File: src/rtl/mymax_bus_master.sv
// mymax_bus_master
//   Hardware initiator for the Din/Cin/Dout/Cout req-ack peripheral protocol.
//   It takes an operand pair from a valid/ready command port and runs this sequence on the
//   per_* bus:
//     Din=a, Cin=1, poll Cout==1, Din=b, Cin=0, poll Cout==0,
//     Cin=1, poll Cout==1, read Dout, Cin=0, poll Cout==0.
//   The value read from Dout is returned on a valid/ready response port.
//
// Ports
//   mclk, puc_rst          clock, synchronous active-high reset
//   cmd_valid/cmd_ready    command handshake; cmd_a/cmd_b are latched on acceptance
//   rsp_valid/rsp_ready    response handshake; rsp_data = Dout value, rsp_err = poll timeout
//   timeout_err            sticky timeout flag, cleared only by puc_rst
//   per_addr/per_din/per_en/per_we  peripheral access (we=11 write, 00 read)
//   per_dout               combinational read data, sampled in the access cycle
module mymax_bus_master #(
    parameter logic [13:0] BASE_ADDR  = 14'hA0,
    parameter logic [15:0] POLL_LIMIT = 16'd1023
) (
    input  logic        mclk,
    input  logic        puc_rst,
    input  logic        cmd_valid,
    output logic        cmd_ready,
    input  logic [15:0] cmd_a,
    input  logic [15:0] cmd_b,
    output logic        rsp_valid,
    input  logic        rsp_ready,
    output logic [15:0] rsp_data,
    output logic        rsp_err,
    output logic        timeout_err,
    output logic [13:0] per_addr,
    output logic [15:0] per_din,
    output logic        per_en,
    output logic [1:0]  per_we,
    input  logic [15:0] per_dout
);

    localparam logic [13:0] ADDR_DIN  = BASE_ADDR;
    localparam logic [13:0] ADDR_CIN  = BASE_ADDR + 14'd1;
    localparam logic [13:0] ADDR_DOUT = BASE_ADDR + 14'd2;
    localparam logic [13:0] ADDR_COUT = BASE_ADDR + 14'd3;

    typedef enum logic [3:0] {
        StIdle,
        StWrA,
        StC1A,
        StP1A,
        StWrB,
        StC0A,
        StP0A,
        StC1B,
        StP1B,
        StRd,
        StC0B,
        StP0B,
        StDone
    } state_e;

    state_e      state_q, state_d;
    logic [15:0] a_q, a_d;
    logic [15:0] b_q, b_d;
    logic [15:0] rsp_data_q, rsp_data_d;
    logic        rsp_err_q, rsp_err_d;
    logic        timeout_err_q, timeout_err_d;
    logic [15:0] poll_cnt_q, poll_cnt_d;
    logic        cmd_ready_q, cmd_ready_d;
    logic        rsp_valid_q, rsp_valid_d;
    logic [13:0] per_addr_q, per_addr_d;
    logic [15:0] per_din_q, per_din_d;
    logic        per_en_q, per_en_d;
    logic [1:0]  per_we_q, per_we_d;

    // Poll-state decode: which Cout value ends the poll and where to go next.
    logic        poll_expect;
    state_e      poll_next;
    logic [15:0] poll_cnt_inc;

    always_comb begin
        poll_expect = 1'b0;
        poll_next   = StIdle;
        case (state_q)
            StP1A: begin poll_expect = 1'b1; poll_next = StWrB;  end
            StP0A: begin poll_expect = 1'b0; poll_next = StC1B;  end
            StP1B: begin poll_expect = 1'b1; poll_next = StRd;   end
            StP0B: begin poll_expect = 1'b0; poll_next = StDone; end
            default: ;
        endcase
        poll_cnt_inc = (poll_cnt_q == 16'hFFFF) ? poll_cnt_q : poll_cnt_q + 16'd1;
    end

    // Next-state and datapath
    always_comb begin
        state_d       = state_q;
        a_d           = a_q;
        b_d           = b_q;
        rsp_data_d    = rsp_data_q;
        rsp_err_d     = rsp_err_q;
        timeout_err_d = timeout_err_q;
        poll_cnt_d    = poll_cnt_q;

        case (state_q)
            StIdle: begin
                if (cmd_valid) begin
                    a_d        = cmd_a;
                    b_d        = cmd_b;
                    rsp_data_d = 16'h0;
                    rsp_err_d  = 1'b0;
                    state_d    = StWrA;
                end
            end
            StWrA: state_d = StC1A;
            StC1A: state_d = StP1A;
            StWrB: state_d = StC0A;
            StC0A: state_d = StP0A;
            StC1B: state_d = StP1B;
            StRd: begin
                rsp_data_d = per_dout;
                state_d    = StC0B;
            end
            StC0B: state_d = StP0B;
            StP1A, StP0A, StP1B, StP0B: begin
                // Only Cout bit 0 carries the handshake.
                if (per_dout[0] == poll_expect) begin
                    state_d = poll_next;
                end else if (poll_cnt_inc >= POLL_LIMIT) begin
                    state_d       = StDone;
                    rsp_err_d     = 1'b1;
                    timeout_err_d = 1'b1;
                    rsp_data_d    = 16'h0;
                end else begin
                    poll_cnt_d = poll_cnt_inc;
                end
            end
            StDone: begin
                if (rsp_ready) begin
                    state_d = StIdle;
                end
            end
            default: state_d = StIdle;
        endcase

        // Any state change restarts the count, so every poll phase starts from zero.
        if (state_d != state_q) begin
            poll_cnt_d = 16'h0;
        end
    end

    // Outputs are decoded from the next state so they are registered alongside it.
    always_comb begin
        cmd_ready_d = (state_d == StIdle);
        rsp_valid_d = (state_d == StDone);
        per_en_d    = 1'b0;
        per_we_d    = 2'b00;
        per_addr_d  = 14'h0;
        per_din_d   = 16'h0;
        case (state_d)
            StWrA: begin
                per_en_d = 1'b1; per_we_d = 2'b11; per_addr_d = ADDR_DIN; per_din_d = a_d;
            end
            StWrB: begin
                per_en_d = 1'b1; per_we_d = 2'b11; per_addr_d = ADDR_DIN; per_din_d = b_d;
            end
            StC1A, StC1B: begin
                per_en_d = 1'b1; per_we_d = 2'b11; per_addr_d = ADDR_CIN; per_din_d = 16'h1;
            end
            StC0A, StC0B: begin
                per_en_d = 1'b1; per_we_d = 2'b11; per_addr_d = ADDR_CIN; per_din_d = 16'h0;
            end
            StP1A, StP0A, StP1B, StP0B: begin
                per_en_d = 1'b1; per_addr_d = ADDR_COUT;
            end
            StRd: begin
                per_en_d = 1'b1; per_addr_d = ADDR_DOUT;
            end
            default: ;
        endcase
    end

    always_ff @(posedge mclk) begin
        if (puc_rst) begin
            state_q       <= StIdle;
            a_q           <= 16'h0;
            b_q           <= 16'h0;
            rsp_data_q    <= 16'h0;
            rsp_err_q     <= 1'b0;
            timeout_err_q <= 1'b0;
            poll_cnt_q    <= 16'h0;
            cmd_ready_q   <= 1'b1;
            rsp_valid_q   <= 1'b0;
            per_addr_q    <= 14'h0;
            per_din_q     <= 16'h0;
            per_en_q      <= 1'b0;
            per_we_q      <= 2'b00;
        end else begin
            state_q       <= state_d;
            a_q           <= a_d;
            b_q           <= b_d;
            rsp_data_q    <= rsp_data_d;
            rsp_err_q     <= rsp_err_d;
            timeout_err_q <= timeout_err_d;
            poll_cnt_q    <= poll_cnt_d;
            cmd_ready_q   <= cmd_ready_d;
            rsp_valid_q   <= rsp_valid_d;
            per_addr_q    <= per_addr_d;
            per_din_q     <= per_din_d;
            per_en_q      <= per_en_d;
            per_we_q      <= per_we_d;
        end
    end

    assign cmd_ready   = cmd_ready_q;
    assign rsp_valid   = rsp_valid_q;
    assign rsp_data    = rsp_data_q;
    assign rsp_err     = rsp_err_q;
    assign timeout_err = timeout_err_q;
    assign per_addr    = per_addr_q;
    assign per_din     = per_din_q;
    assign per_en      = per_en_q;
    assign per_we      = per_we_q;

endmodule
File: config.mk
export PLATFORM = sky130hd
export DESIGN_NAME = mymax_bus_master
export DESIGN_NICKNAME = d
export VERILOG_FILES = /design/src/rtl/mymax_bus_master.sv
export SDC_FILE = /design/constraint.sdc
export NUM_CORES = 1
export LEC_CHECK = 0
export CORE_MARGIN = 2
export CORE_UTILIZATION = 50
export DETAILED_ROUTE_END_ITERATION = 7
export PLACE_DENSITY = 0.85
export SLEW_MARGIN = 20
export SYNTH_ARGS = -nofsm -noshare
export SYNTH_HDL_FRONTEND = slang
export SYNTH_SLANG_ARGS = --single-unit
File: constraint.sdc
create_clock -name mclk -period 4 [get_ports mclk]
set_input_delay 0.4 -clock mclk [delete_from_list [all_inputs] [get_ports mclk]]
set_output_delay 0.4 -clock mclk [all_outputs]
set_load 0.005 [all_outputs]
* Word-level counts from Yosys, hierarchy flattened
Index checks and enable logic that the tools add are counted.
W data, S select, Z words.
** Word-level totals
- Register bits :: 105
- Output and inout bits :: 53
** Cells by class
- Add/subtract/negate cells :: 1
- Magnitude comparators :: 1
- Equal/unequal tests :: 30
- Multiplexer cells :: 24
- Bitwise operators :: 2
- Reduce and logical (&&, ||, !) cells :: 17
** Operators by type and width (number)
- $mux W16 :: 8
- $pmux W16 S3 :: 2
- $eq A4 B4 Y1 const B :: 10
- $pmux W4 S10 :: 1
- $eq A4 B3 Y1 const B :: 8
- $pmux W8 S4 :: 1
- $add A16 B1 Y16 const B :: 1
- $eq A16 B16 Y1 const B :: 1
- $eq A4 B2 Y1 const B :: 4
- $ge A16 B10 Y1 const B :: 1
- $mux W4 :: 4
- $pmux W4 S4 :: 1
- $reduce_or A4 Y1 :: 3
- $reduce_or A11 Y1 :: 1
- $eq A4 B1 Y1 const B :: 2
- $logic_not A4 Y1 :: 2
- $reduce_and A4 Y1 :: 2
- $reduce_or A2 Y1 :: 4
- $ne A2 B2 Y1 const B :: 3
- $reduce_and A3 Y1 :: 2
- $reduce_or A6 Y1 :: 1
- $mux W1 :: 5
- $ne A4 B4 Y1 :: 1
- $reduce_bool A3 Y1 :: 1
- 5 further kinds :: 6

* Longest topological paths before layout
- Word-level depth :: 9
- Depth in mapped cells :: 12

* Least setup slack after synthesis
No wires, ideal clock.
- Kind :: register to register
- From :: register poll_cnt_q[4]
- To :: register per_addr_q[5], in the netlist per_addr[5]
- Library setup time :: 0.115 ns
- Data arrival time :: 2.479 ns
- Setup slack :: 1.407 ns
- Stages on the path, launching flop included :: 11
- Buffers on the path :: 1
- Clock period less this slack :: 2.593 ns
- Path through :: dfxtp_1 buf_2 and3_1 nand3_4 or3_1 a211oi_2 nand4_2 a22oi_2 o31ai_1 or3_1 and2_1
** On the way
- Word-level cells in the longest chain between the ends :: 9
** Ends and longest elaborated chain
- start, declared :: line 65 : logic [15:0] poll_cnt_q, poll_cnt_d;
- start signal, assigned :: line 201 : poll_cnt_q <= poll_cnt_d;
- $add A16 B1 Y16 / $eq A16 B16 Y1 (equally long branches) :: line 88 : poll_cnt_inc = (poll_cnt_q == 16'hFFFF) ? poll_cnt_q : poll_cnt_q + 16'd1;
- $mux W16 * :: line 88
- $ge A16 B10 Y1 * :: line 125 : end else if (poll_cnt_inc >= POLL_LIMIT) begin
- $mux W4 * :: line 125
- $mux W4 * :: line 123 : if (per_dout[0] == poll_expect) begin
- $pmux W4 S10 * :: line 101 : case (state_q)
- $eq A4 B2 Y1 (tied with other cells) :: line 156 : case (state_d)
- $reduce_or A4 Y1 (tied with other cells) :: line 156
- $pmux W8 S4 * :: line 156
- end signal, assigned :: line 204 : per_addr_q <= per_addr_d;
- end, declared :: line 68 : logic [13:0] per_addr_q, per_addr_d;
Mark *: on every way between the ends. The rest lies on a longest branch, timed or not.
A chain may end at the register's enable or synchronous reset.

* Final worst setup path
- From :: register poll_cnt_q[0]
- To :: register poll_cnt_q[2]
** On the way
- Word-level cells in the longest chain between the ends :: 8
** Ends and longest elaborated chain
- $add A16 B1 Y16 / $eq A16 B16 Y1 (equally long branches) :: line 88
- $mux W16 * :: line 88
- $ge A16 B10 Y1 :: line 125
- $mux W4 :: line 125
- $mux W4 :: line 123
- $pmux W4 S10 :: line 101
- $ne A4 B4 Y1 :: line 143 : if (state_d != state_q) begin
- $reduce_or A2 Y1 (no line)
Marks and branches as above.

==> results by group <==
Detailed routing
  • Final ANT Viol Nets: 0
  • First DRT Iteration DRCs: 149
  • DRT Pass-1 Iters: 5
  • Via-to-Cell Ratio: 5.44
  • Vias: 3044
  • DRC violations left: 0
  • DRT Wirelength: 8120 um
  • Routed length per instance: 14.5 um

Worst setup path
  • CP Data Required Time: 4.20 ns
  • Number of cells on the worst reg-to-reg path: 8
  • Startpoint Class: register
  • Kind of critical path: register to register
  • Crit-path max FO: 16
  • CP endpoint kind: register
  • Worst EP arrival: 3.26 ns

Clock network
  • Resized cells post-CTS: 0
  • Clk root buf: clkbuf_8
  • Post-CTS setup buffer count: 0
  • CTS tree: built
  • Clk Latency, worst-skew pair: 0.34 ns
  • # H-tree levels: 3
  • Clock sink total: 77
  • Hold buffer count at cts: 0
  • CTS max path bufs: 2
  • Clk slew on worst S/H paths: 0.08 ns
  • CTS Buf Count: 9

STA
  • Least-Margin Pin Slew: 0.740 ns
  • Final Skew: 0.00541 ns
  • WHS: 0.463 ns
  • Endpoints failing hold: 0
  • Fmax: 327 MHz
  • Setup TNS Final: 0 ns
  • Slew Viols, Final: 0
  • Final WS setup: 0.941 ns
  • Final Cycle Share: 76.5%
  • RSZ-0062 raised after global routing: false
  • Final setup fails: 0
  • Relative slew slack: 50.5%
  • Tmin final: 3.06 ns

Logic synthesis
  • Yosys top cell by area: dfxtp_1
  • Yosys Warn Count: 0
  • EDFF count, synth: 0
  • Synth top area cells: dfxtp_1 45%, nand2_1 5.4%, nor2_1 5.4%, a21oi_1 4.1%, a22o_1 4.1%
  • Synth top area share: 45.0%
  • Post-synth ARST share: 0%
  • Synth Area per Inst: 8.56 um^2
  • Ys flop type: dfxtp_1
  • Synthesized flop and latch total: 77
  • Synth top cells by count: 77 x dfxtp_1, 49 x nand2_1, 49 x nor2_1, 28 x a21oi_1, 23 x clkbuf_1
  • Count leader, synth: dfxtp_1
  • Number of distinct library cells after synthesis: 58
  • Post-Syn Instances: 400
  • Sequential area share after synthesis: 45.0%
  • Mapped cell area: 3420 um^2

Floorplanning
  • Core ar.: 6720 um^2
  • Die Ht: 86.8 um
  • DIE WIDTH: 86.8 um
  • Num rows: 30
  • Die Area: 7530 um^2
  • Initial core utilization: 51.0%
  • IO Count: 105

Cells and area
  • Final nets: 528
  • N_diodes: 0
  • Core Util, Final: 67.4%
  • Fraction of layout cells with a size suffix above 1: 6.88%
  • Area growth, synth to finish: 32.2%

Power and ir drop
  • Worst VDD drop: 0.336 mV
  • PwrDens: 371 nW/um^2
  • Leak: 1.67 nW
  • Total power: 1.68 mW

Job
  • Max-cap violations: 0

Hold path
  • Hold Crit Depth: 2
  • Hold WC Path Type: register to register

GRT
  • Grt ovf: 0
  • Largest net degree at the start of global routing: 25
  • First-pass GRT wire length: 13000 um
  • Initial antenna violation count: 0
  • GRT Total Usage: 21.8%
  • Vias in the first global route: 2812

Placement
  • IO Port Bufs: 94
  • Pre-CTS WS: 0.943 ns
  • GPL Wtd Cong: 0.951
  • Post-DP HPWL: 5840 um

Outcome
  • Status: finished, final reports clean
-- cells by family (layout without fill, tap and decap cells) --
logic type,Yosys count,in the layout,share of synthesized area [%]
and+or+nand+nor,160,160,23.1
AOI/OAI and AO/OA,95,95,19.8
DFF,77,77,45.0
buffers and inverters,50,121,7.34
xor gates and xnor gates,12,12,3.07
muxes,4,4,1.17
adders and majority gates,1,1,0.365
other,1,10,0.110
-- path summary, 6_finish.rpt --
kind | endpoint | start | slack [ns]
max reg2reg | poll_cnt_q[2] | poll_cnt_q[0] | 0.94
min reg2reg | b_q[12] | b_q[12] | 0.46
max | poll_cnt_q[2] | poll_cnt_q[0] | 0.94
min | b_q[12] | b_q[12] | 0.46
-- placed cells by master (no fill, tap or decap), types with 2 or more instances in the layout --
master           synthesis  layout
clkdlybuf4s50_1          0      94
dfxtp_1                 77      77
nand2_1                 49      49
nor2_1                  49      48
a21oi_1                 28      28
a22oi_1                 18      18
a22o_1                  16      16
conb_1                   1      10
clkbuf_8                 0       9
nor3_1                   9       8
nand4_1                  8       8
nand3_1                  8       8
xor2_1                   8       8
inv_1                    7       7
nand2b_1                 6       6
or3_1                    5       5
a31oi_1                  4       4
mux2i_1                  4       4
o21ai_0                  4       4
nor2b_1                  4       4
and2_1                   4       4
xnor2_1                  4       4
buf_4                   12       4
and3b_1                  3       3
nor3_2                   2       3
and3_1                   3       3
a21o_1                   3       3
o21a_1                   2       2
o31ai_1                  2       2
nor3b_1                  2       2
o211ai_1                 2       2
clkinv_4                 0       2
bufinv_16                0       2
clkinv_2                 0       2
-- metrics by stage --
stage / instances / instance area (um^2)
floorplan: 409 / 3460
finish: 560 / 4530
CTS: 560 / 4520
detailed placement: 544 / 4310
global route: 560 / 4530
global placement: 544 / 4310
-- cell type report --
| type | instances | area (um^2) |
|---|---|---|
| tap | 80 | 100 |
| fill | 549 | 2190 |
| sequential | 77 | 1540 |
| clock inverter | 6 | 87.6 |
| timing repair buffer | 98 | 971 |
| multi-input combinational | 282 | 1670 |
| inverter | 7 | 26.3 |
| clock buffer | 10 | 128 |
-- where the power goes --
group | switching [mW] | internal (mW)
registers | 0.0194 | 0.798
logic | 0.107 | 0.123
clock network | 0.283 | 0.352
total | 0.409 | 1.27
-- metal layers --
metal  wire length [um]  up-vias  track usage [%]
met5                  0        -                0
met4                101        0             6.25
met3                367       10             6.76
met2               4110       80             36.6
met1               3540     1436             26.9
li1                   -     1518                -
-- worst max-delay path, stage by stage (launching register included) --
cell and delay, ns:
dfxtp_1 0.41, ha_1 0.45, nand3_4 0.15, or3_1 0.39, a211oi_2 0.24, nand4_2 0.22, a31o_2 0.35, o2111ai_2 0.59
nor2_1 0.12
-- sequential cells by signal, summed over array words and instances, names as in the netlist, 3 cells and up --
register    flops
per_addr        3
rsp_data       16
state_q         4
b_q            16
poll_cnt_q     16
per_din        16
No activity file was read; power rests on OpenSTA's default activity.
